`src/rtl/deserialize_pkg.sv`:
```
`default_nettype none
// ============================================================================
// deserialize_pkg : shared {index, data} tag layout used by serialize and
//                   deserialize so both ends agree on the word format.
// Revision       : 1.0
// ============================================================================
package deserialize_pkg;

   // Width of the channel index field; a single channel still carries one bit.
   function automatic int sel_width(input int argn);
      return (argn > 1) ? $clog2(argn) : 1;
   endfunction

   // The index field sits directly above the data field.
   function automatic int tag_idx_lsb(input int argw);
      return argw;
   endfunction

   function automatic int tag_width(input int argn, input int argw);
      return sel_width(argn) + argw;
   endfunction

endpackage
`default_nettype wire

```
`src/rtl/chan_fifo.sv`:
```
`default_nettype none
// ============================================================================
// chan_fifo : per-channel register FIFO with wrap-bit read/write pointers.
// Revision  : 1.0
// ============================================================================
module chan_fifo #(
   parameter int ARGW  = 16,
   parameter int DEPTH = 2
) (
   input  logic            clk,
   input  logic            rst,
   input  logic            push,
   input  logic [ARGW-1:0] din,
   output logic            full,
   input  logic            pop,
   output logic [ARGW-1:0] dout,
   output logic            empty
);
   localparam int c_aw = $clog2(DEPTH);

   logic [c_aw:0]   r_wptr;
   logic [c_aw:0]   r_rptr;
   logic [ARGW-1:0] r_mem [DEPTH];
   logic            w_push;
   logic            w_pop;

   // Pointers carry one extra wrap bit so full and empty are distinguishable.
   assign full   = (r_wptr[c_aw] != r_rptr[c_aw]) &&
                   (r_wptr[c_aw-1:0] == r_rptr[c_aw-1:0]);
   assign empty  = (r_wptr == r_rptr);
   assign w_push = push & ~full;
   assign w_pop  = pop & ~empty;
   assign dout   = r_mem[r_rptr[c_aw-1:0]];

   always_ff @(posedge clk) begin
      if (rst) begin
         r_wptr <= '0;
         r_rptr <= '0;
      end else begin
         if (w_push) r_wptr <= r_wptr + (c_aw+1)'(1);
         if (w_pop)  r_rptr <= r_rptr + (c_aw+1)'(1);
      end
   end

   always_ff @(posedge clk) begin
      if (w_push) r_mem[r_wptr[c_aw-1:0]] <= din;
   end

endmodule
`default_nettype wire

```
`src/rtl/deserialize.sv`:
```
`default_nettype none
// ============================================================================
// deserialize : routes a tagged {index, data} stream into ARGN independently
//               drained per-channel FIFOs.
// Revision    : 1.0
// ============================================================================
module deserialize
   import deserialize_pkg::*;
#(
   parameter int ARGW  = 16,
   parameter int ARGN  = 2,
   parameter int DEPTH = 2
) (
   input  logic                              clk,
   input  logic                              rst,
   input  logic                              arg_stb,
   input  logic [tag_width(ARGN, ARGW)-1:0]  arg_dat,
   output logic                              arg_rdy,
   output logic [ARGN-1:0]                   res_stb,
   output logic [ARGN*ARGW-1:0]              res_dat,
   input  logic [ARGN-1:0]                   res_rdy,
   output logic                              err
);
   localparam int c_selw    = sel_width(ARGN);
   localparam int c_idx_lsb = tag_idx_lsb(ARGW);

   logic [c_selw-1:0] w_sel;
   logic [ARGW-1:0]   w_data;
   logic              w_in_range;
   logic              w_sel_full;
   logic [ARGN-1:0]   w_full;
   logic [ARGN-1:0]   w_empty;
   logic [ARGN-1:0]   w_push;
   logic              r_err;

   assign w_sel  = arg_dat[c_idx_lsb +: c_selw];
   assign w_data = arg_dat[ARGW-1:0];

   generate
      if ((1 << c_selw) == ARGN) begin : g_pow2
         assign w_in_range = 1'b1;
      end else begin : g_npow2
         localparam logic [c_selw-1:0] c_argn = c_selw'(ARGN);
         assign w_in_range = (w_sel < c_argn);
      end
   endgenerate

   always_comb begin
      w_sel_full = 1'b0;
      for (int i = 0; i < ARGN; i++) begin
         if (w_sel == c_selw'(i)) w_sel_full = w_full[i];
      end
   end

   // Out-of-range words are always accepted so they can be dropped.
   assign arg_rdy = ~w_in_range | ~w_sel_full;

   generate
      for (genvar n = 0; n < ARGN; n++) begin : g_chan
         assign w_push[n] = arg_stb & arg_rdy & w_in_range & (w_sel == c_selw'(n));

         chan_fifo #(
            .ARGW  (ARGW),
            .DEPTH (DEPTH)
         ) u_fifo (
            .clk   (clk),
            .rst   (rst),
            .push  (w_push[n]),
            .din   (w_data),
            .full  (w_full[n]),
            .pop   (res_rdy[n]),
            .dout  (res_dat[n*ARGW +: ARGW]),
            .empty (w_empty[n])
         );

         assign res_stb[n] = ~w_empty[n];
      end
   endgenerate

   always_ff @(posedge clk) begin
      if (rst) begin
         r_err <= 1'b0;
      end else if (arg_stb & ~w_in_range) begin
         r_err <= 1'b1;
      end
   end

   assign err = r_err;

endmodule
`default_nettype wire

```
`config.mk`:
```
export PLATFORM = sky130hd
export DESIGN_NAME = deserialize
export DESIGN_NICKNAME = d
export VERILOG_FILES = /design/src/rtl/deserialize_pkg.sv /design/src/rtl/chan_fifo.sv /design/src/rtl/deserialize.sv
export SDC_FILE = /design/constraint.sdc
export NUM_CORES = 1
export LEC_CHECK = 0
export ABC_AREA = 0
export CAP_MARGIN = 5
export CORE_MARGIN = 5
export CORE_UTILIZATION = 45
export CTS_BUF_LIST = sky130_fd_sc_hd__clkbuf_16
export CTS_CLUSTER_DIAMETER = 100
export DETAILED_ROUTE_END_ITERATION = 16
export GPL_ROUTABILITY_DRIVEN = 0
export GPL_TIMING_DRIVEN = 0
export HOLD_SLACK_MARGIN = 0.06
export PLACE_DENSITY = 0.72
export SLEW_MARGIN = 20
export SYNTH_ARGS = -nofsm -noshare
export SYNTH_HDL_FRONTEND = slang
export SYNTH_HIERARCHICAL = 1
export SYNTH_SLANG_ARGS = --single-unit
```
`constraint.sdc`:
```
create_clock -name clk -period 3.1 [get_ports clk]
set_input_delay 0.62 -clock clk [delete_from_list [all_inputs] [get_ports clk]]
set_output_delay 0.62 -clock clk [all_outputs]
set_load 0.02 [all_outputs]
```
# Yosys cells after proc, flatten, opt, wreduce, memory -nomap -nowiden

Memories as Yosys holds them, arrays and structs flattened. A register that Yosys moved wholly into a read port is not among the register bits.
Index checks and enable logic that the tools add are counted.

Multiplexer cells: 9
Add/subtract/negate cells: 4
Equal/unequal tests: 6
Bitwise operators: 13
Reductions and logical operators: 2

Operators with widths:

| kind                                         | count |
|---|---|
| two-way mux 1 bit                            | 9 |
| adder 2 x 1 -> 2 bit (second input constant) | 4 |
| bitwise AND 1 bit                            | 7 |
| NOT 1 bit                                    | 6 |
| == test 2 bit                                | 2 |
| == test 1 bit                                | 2 |
| logical AND 1 bit                            | 2 |
| inequality test 1 bit                        | 2 |

Memory bits (writable): 64
Bits of input ports: 22
Memories kept: 2
Output and inout port bits: 36
Register bits after elaboration: 8
Logic and storage cells: 40

Memory list:

| memory                 | depth | bits a word | read ports | clocked after memory_dff | write ports | RTL line        | source |
|---|---|---|---|---|---|---|---|
| g_chan[0].u_fifo.r_mem | 2     | 16          | 1          | 1                        | 1           | chan_fifo.sv:23 | `logic [ARGW-1:0] r_mem [DEPTH];` |
| g_chan[1].u_fifo.r_mem | 2     | 16          | 1          | 1                        | 1           | chan_fifo.sv:23 |  |

# Logic depth before layout (Yosys ltp)

Gate-level depths: netlist of the first run.

Word-level depth: 9
Gate-level depth with buffers: 7
Gate-level depth less buffers: 6

# Modules after synthesis

Netlist of the first run, hierarchy kept.

Modules (own cells, without submodules):

| module      | sequential area each (µm²) | times used | cells each | area an instance (µm²) |
|---|---|---|---|---|
| chan_fifo   | 1061.0                     | 2          | 83         | 1435.1 |
| deserialize | 0.0                        | 1          | 7          | 45.0 |

# Least setup slack after synthesis of the first run

No wires, ideal clock.

Kind: register to register
From: reg g_chan[0].u_fifo.r_wptr[0]
To: mem g_chan[0].u_fifo.r_mem[1][0] (enable)
Path buffers: 1
Data required time: 2706 ps
Data arrival time: 2202 ps
Period minus slack after synthesis: 2596 ps
Stages on the path, launching flop included: 7
Library setup time: 394 ps
Setup slack: 504 ps
Path through: dfxtp_1 clkbuf_1 xor2_1 nor2_1 nor3b_1 nand2_1 a21oi_1

Longest elaborated chain between the ends: 9
Elaborated cells between the ends (all ways): 10
Classes of those cells: eq/ne (1); mux (3); bitwise (5); reduce/logical (1)

RTL lines:

| what                                    | RTL line          | source |
|---|---|---|
| start, declared                         | chan_fifo.sv:21   | `logic [c_aw:0] r_wptr;` |
| start signal, assigned                  | chan_fifo.sv:40   | `if (w_push) r_wptr <= r_wptr + (c_aw+1)'(1);` |
| == test 1 bit                           | chan_fifo.sv:29   | `(r_wptr[c_aw-1:0] == r_rptr[c_aw-1:0]);` |
| logical AND 1 bit                       | chan_fifo.sv:28   | `assign full = (r_wptr[c_aw] != r_rptr[c_aw]) &&` |
| named net w_full[0]                     | deserialize.sv:31 | `logic [ARGN-1:0] w_full;` |
| two-way mux 1 bit                       | deserialize.sv:51 | `if (w_sel == c_selw'(i)) w_sel_full = w_full[i];` |
| NOT 1 bit                               | deserialize.sv:56 | `assign arg_rdy = ~w_in_range \| ~w_sel_full;` |
| bitwise AND 1 bit (2 in series)         | deserialize.sv:60 | `assign w_push[n] = arg_stb & arg_rdy & w_in_range & (w_sel == c_selw'(n));` |
| named net w_push[0]                     | deserialize.sv:33 | `logic [ARGN-1:0] w_push;` |
| bitwise AND 1 bit                       | chan_fifo.sv:31   | `assign w_push = push & ~full;` |
| two-way mux 1 bit                       | chan_fifo.sv:46   | `if (w_push) r_mem[r_wptr[c_aw-1:0]] <= din;` |
| two-way mux 1 bit (implied by the code) | chan_fifo.sv:46   |  |
| end, declared                           | chan_fifo.sv:23   |  |

The timed path passes the listed nets, and every way through them passes these cells.

# Worst setup path after layout of the first run

From: reg g_chan[0].u_fifo.r_wptr[0]
To: mem g_chan[0].u_fifo.r_mem[1][3] (enable)

The elaborated chain is that of the path after synthesis.

==> results of run 1 <==
[state kept, by name (all words and copies together) (netlist names), named ones only]
name and cells:
g_chan.u_fifo/r_mem 64, g_chan.u_fifo/r_rptr 4, g_chan.u_fifo/r_wptr 4
[through the flow]
stage	hold slack [ns]	util, %
finish	0.563	62.0
global route	0.592	62.0
CTS	0.571	62.0
detailed placement	0.566	57.1
global placement	0.553	56.6
floorplan	0.526	-
[cells in the final DEF (no fill, tap or decap)]
cell type	n
conb_1	1
xor2_1	4
buf_2	6
a21oi_2	2
mux2i_1	5
clkinv_2	1
xnor2_2	2
o21bai_1	2
bufinv_16	2
nand4_1	2
buf_4	1
nor2_1	12
a311oi_2	2
buf_6	2
nand2_1	8
nor3b_1	1
o211a_1	2
inv_1	5
clkinv_4	1
mux2_2	32
clkdlybuf4s50_1	56
dfxtp_1	10
nand4b_1	2
edfxtp_1	64
a21oi_1	4
clkbuf_1	2
clkbuf_16	9
a311oi_1	4
and3b_1	1
clkinv_1	2
[cells by family after synthesis]
logic type / after synthesis / synth area share, %
AOI/OAI and AO/OA: 16 / 4.46
xor gates and xnor gates: 6 / 2.32
buffers and inverters: 13 / 2.06
DFF: 74 / 72.8
muxes: 37 / 14.1
other: 1 / 0.129
and+or+nand+nor: 26 / 4.16
[layout make-up]
class                      count  area [um^2]  area share [%]
buffer                         9         45.0            1.15
timing repair buffer          58          583            14.9
clock inverter                 7         85.1            2.17
sequential                    74         2120            54.2
multi-input combinational     86          741            18.9
tap                           77         96.3            2.46
clock buffer                   9          225            5.76
inverter                       4         15.0           0.384
[power breakdown]
group          total [mW]  internal, mW  switching [mW]
Clock                1.04         0.695           0.348
Combinational       0.333         0.160           0.173
Sequential           1.15          1.13          0.0126
Total                2.52          1.99           0.534
[final timing paths]
path,to,from
worst max-delay path,g_chan[0].u_fifo/r_mem[1][3],g_chan[0].u_fifo/r_wptr[0]
worst min-delay path,g_chan[0].u_fifo/r_rptr[1],g_chan[0].u_fifo/r_wptr[1]
worst max register to register,g_chan[0].u_fifo/r_mem[1][3],g_chan[0].u_fifo/r_wptr[0]
worst min register to register,g_chan[0].u_fifo/r_rptr[1],g_chan[0].u_fifo/r_wptr[1]
[metal layers]
layer / part of all wire (%) / wire length [um] / GRT usage [%] / up-vias
met2: 51 / 2680 / 21.5 / 42
met3: 5.4 / 284 / 4.33 / 4
met1: 43 / 2300 / 16.4 / 836
met4: 0.51 / 27 / 4.84 / 0
li1: - / - / - / 799
met5: 0 / 0 / 0 / -
[tightest hold or removal path, stage by stage, from the launching register on]
cell	delay [ns]
dfxtp_1	0.36
nand4_1	0.09
a21oi_1	0.06
==> reports/qor.txt, run 1 <==
Worst setup SP type: flip-flop
Initial Utilization: 46.2%
Top-Level Pins: 58
Core Footprint: 6310 um^2
Worst-Skew Late Latency: 0.32 ns
Post-synth top cells: 64 x edfxtp_1, 32 x mux2_2, 12 x nor2_1
GR Overflow Total: 0
Vias: 1,681
Layout cell share with drive strength beyond 1: 24.3%
Yosys reg bits: 74
First-pass GRT wire length: 8.36 mm
Crit path kind: reg -> reg
Ys async rst share: 0%
Avg Vias per Cell: 5.19
Largest net degree at the start of global routing: 17
Die Wd: 90.5 um
Area contributors post-synth: edfxtp_1 66%, mux2_2 12%, dfxtp_1 6.9%
Hold Path Stages: 2
Min Clock Period, post-route: 2.70 ns
Iteration-0 DRC Markers: 76
Crit path depth: 7
Relative slew slack: 49.9%
Layout fillers: 497
Drt first pass iters: 4
Fin Setup TNS: 0 ns
Post-placement cell count: 308
Initial antenna violation count: 0
Vias in the first global route: 1,653
Period Utilization, post-route: 87.1%
Post-CTS setup buffers: 0
Post-synth top area share: 65.9%
Fin cells: 324
MaxCap Viol Count: 0
CTS tree: done
Final Total Pwr: 2.52 mW
Outcome: finished clean
Worst path cell trace: clkbuf_1, xor2_1, nor2_1, nor3b_1, nand2_1, a21oi_2, buf_6
Root Buffer: clkbuf_16
Final instance area: 3910 um^2
H-tree depth: 3
Post-cts resize count: 0
CTS Hold Bufs: 0
Max frequency: 0.370 GHz
Cells after Synth: 173
Predominant post-synthesis flop cell: edfxtp_1
CP Capture Type: flip-flop
Fin. Hold Viols: 0
P_leak: 1.40 nW
Clk pin slew, worst setup/hold paths: 0.05 ns
Synth area leader: edfxtp_1
Final WS setup: 0.400 ns
Final setup fails: 0
Distinct cells, synth: 22
Final Max Tran Viols: 0
CP max-delay cell: a21oi_2
R2R setup slack: 0.40 ns
Arr. time, crit path: 2.73 ns
TritonCTS Sinks: 74
Max VDD drop: 0.416 mV
Register area share after synthesis: 72.8%
WL/cell: 16.3 um
Post-Synthesis Cell Area: 2920 um^2
Diode count: 0
CP Buf/Inv Count: 2
Overall Global Routing Usage: 13.2%
Port bufs: 56
Crit path required time: 3.13 ns
Routed wire length: 5.30 mm
PD cells: 644 nW/um^2
Die area: 8190 um^2
Placed instance area: 3600 um^2
Worst min path class: reg -> reg
Synth warn: 6
Least-Margin Pin Slew: 0.751 ns
RSZ-0062 raised after global routing: false
Delay-heaviest family, CP: simple AND/OR/NAND/NOR gates
Syn Nets: 195
Post-synth EDFFs: 64
Max incr delay on CP: 0.56 ns
Detail Route Antenna Nets: 0
DRC viols: 0
Worst reg-to-reg path cell count: 7
Pre-CTS setup slack: 0.152 ns
Die Span Y: 90.5 um
Worst Skew: 0.00639 ns
CTS buffer count: 9
Row cnt: 29
Crit Path Max Fanout: 10
Clock Path Buffers: 2
HPWL after detailed placement: 3.56 mm
Area grow syn2layout: 34.2%
Avg Synthesized Cell Area: 16.9 um^2
Top-count cell post-synth: edfxtp_1
Total Nets Final: 264
(Power assumes the default switching activity.)
==> run 2, diff against run 1 <==
--- a/config.mk
+++ b/config.mk
@@ -19,5 +19,4 @@
 export SLEW_MARGIN = 20
 export SYNTH_ARGS = -nofsm -noshare
 export SYNTH_HDL_FRONTEND = slang
-export SYNTH_HIERARCHICAL = 1
 export SYNTH_SLANG_ARGS = --single-unit
==> reports/qor.txt, run 2 <==
Worst reg-to-reg path cell count: 4
Relative slew slack: 55.0%
Commonest non-fill, non-tap cell in the layout: edfxtp_1
Delay-heaviest family, CP: buffers and inverters
HPWL after detailed placement: 3.39 mm
Hold Path Stages: 2
Sw Share: 20.0%
Worst min path class: reg -> reg
Crit path required time: 2.48 ns
Diode count: 0
Drt first pass iters: 4
TritonCTS Sinks: 74
Clk pin slew, worst setup/hold paths: 0.05 ns
Final WS setup: 0.414 ns
Pre-CTS setup slack: 0.502 ns
Max VDD drop: 0.417 mV
Yosys reg bits: 74
Routed wire length: 5.08 mm
Max incr delay on CP: 0.55 ns
Most frequent cell on the critical path: buf_2
Post-synth top area share: 66.5%
MaxCap Viol Count: 0
CP max-delay cell: clkdlybuf4s50_1
Period Utilization, post-route: 86.6%
First-pass GRT wire length: 8.23 mm
CTS buffer count: 9
R2R Path Start: g_chan[1].u_fifo.r_rptr[1]
Min Clock Period, post-route: 2.69 ns
CTS tree: done
Worst-Skew Late Latency: 0.33 ns
Top-Level Pins: 58
Ys async rst share: 0%
Post-placement cell count: 303
Post-synth EDFFs: 64
Initial Utilization: 45.8%
Initial antenna violation count: 0
RSZ-0062 raised after global routing: false
Max frequency: 0.372 GHz
CP Capture Type: primary output
Vias in the first global route: 1,643
Detail Route Antenna Nets: 0
Terminating pin of the worst hold path: g_chan[1].u_fifo.r_rptr[1]
Fin Setup TNS: 0 ns
CTS Hold Bufs: 0
PD cells: 652 nW/um^2
R2R setup slack: 1.25 ns
Layout cell share with drive strength beyond 1: 27.0%
H-tree depth: 3
Min-Delay Startpoint: g_chan[1].u_fifo.r_wptr[1]
Avg Vias per Cell: 4.99
WL/cell: 16.0 um
Fin cells: 318
Arr. time, crit path: 2.07 ns
Comb power frac: 11.0%
Distinct cells, synth: 28
Overall Global Routing Usage: 13.2%
Final setup fails: 0
P_leak: 1.35 nW
Commonest cells after routing, fill and taps aside: 64 x edfxtp_1, 55 x clkdlybuf4s50_1, 32 x mux2_2
Crit Path Max Fanout: 10
Least-Margin Pin Slew: 0.674 ns
Vias: 1,586
Final Max Tran Viols: 0
Avg Synthesized Cell Area: 17.1 um^2
Total Nets Final: 259
Core Footprint: 6310 um^2
Post-CTS setup buffers: 0
Die Wd: 90.1 um
Root Buffer: clkbuf_16
Reg2reg end: g_chan[1].u_fifo.r_mem[0][5]
Worst Skew: 0.00611 ns
Post-Synthesis Cell Area: 2890 um^2
Worst setup SP type: flip-flop
Synth warn: 0
Row cnt: 29
Worst path cell trace: buf_2, buf_2, mux2_2, clkdlybuf4s50_1
Iteration-0 DRC Markers: 66
Largest net degree at the start of global routing: 18
CP Buf/Inv Count: 3
Register area share after synthesis: 73.4%
Area grow syn2layout: 35.4%
Post-cts resize count: 0
GR Overflow Total: 0
Post-synth top cells: 64 x edfxtp_1, 32 x mux2_2, 10 x dfxtp_1
Crit path kind: reg -> out
Area contributors post-synth: edfxtp_1 66%, mux2_2 12%, dfxtp_1 6.9%
Top-count cell post-synth: edfxtp_1
Switching power: 0.511 mW
Predominant post-synthesis flop cell: edfxtp_1
Syn Nets: 191
Outcome: finished clean
Die area: 8130 um^2
Synth area leader: edfxtp_1
Pint: 2.04 mW
Flop pwr share: 44.5%
Port bufs: 55
Max reg flops: 64
Cells after Synth: 169
Die Span Y: 90.1 um
Clock Path Buffers: 2
DRC viols: 0
Fin. Hold Viols: 0
Clock power frac: 44.5%
==> run 2: power groups by stage <==
stage                     clock network, mW  logic, mW  registers [mW]
after detailed placement                  0      0.284            1.16
after floorplan                           0      0.148            1.15
after CTS                              1.16      0.286            1.14
final                                  1.14      0.282            1.13
after global routing                   1.20      0.302            1.14
after global placement                    0      0.276            1.15
==> run 2: routing by layer <==
| layer | wire length [um] | up-vias | global-route usage, % |
|---|---|---|---|
| met5 | 0 | - | 0 |
| met4 | 118 | 0 | 6.70 |
| met3 | 321 | 9 | 4.59 |
| met2 | 2390 | 43 | 20.7 |
| met1 | 2250 | 759 | 16.2 |
| li1 | - | 775 | - |
==> run 2: worst max path at each step <==
stage / start / to / slack (ns) / depth (start not counted)
after global routing: flip-flop / res_dat[18] / 0.33 / 4
final: flip-flop / res_dat[17] / 0.41 / 4
after floorplan: arg_stb / g_chan[0].u_fifo.r_mem[0][0] / 1.19 / 3
after global placement: arg_dat[16] / g_chan[1].u_fifo.r_mem[0][3] / 0.08 / 3
after detailed placement: arg_dat[16] / g_chan[0].u_fifo.r_mem[1][13] / 0.50 / 3
after CTS: flip-flop / res_dat[17] / 0.37 / 4
==> run 2: layout make-up <==
class,count,area [um^2]
Sequential cell,74,2120
Multi-Input combinational cell,83,729
Clock inverter,6,108
Fill cell,483,2400
Inverter,2,7.51
Buffer,10,51.3
Timing Repair Buffer,57,573
Tap cell,77,96.3
Clock buffer,9,225
==> run 2: worst reg2reg max path, cell delays in order (launching register included) <==
cell and delay, ns:
dfxtp_1 0.45, xnor2_1 0.21, o211ai_1 0.17, nor2_2 0.50
buf_6 0.23
==> run 2: cells by family (layout without fill, tap and decap cells) <==
| logic type | Yosys count | count (layout) | synth area share (%) |
|---|---|---|---|
| flops | 74 | 74 | 73.4 |
| other cells | 1 | 1 | 0.130 |
| simple gates | 23 | 23 | 4.24 |
| mux | 34 | 34 | 13.2 |
| buf+inv | 12 | 84 | 2.03 |
| compound gates | 19 | 19 | 4.68 |
| xor+xnor | 6 | 6 | 2.34 |
==> run 2: stage by stage <==
step	hold slack [ns]	cell area, um^2	total power, mW	util, %
floorplan	0.532	2890	1.30	-
global placement	0.553	3540	1.43	56.0
detailed placement	0.562	3570	1.44	56.6
CTS	0.570	3910	2.58	61.9
global route	0.608	3910	2.64	62.0
finish	0.566	3910	2.55	62.0
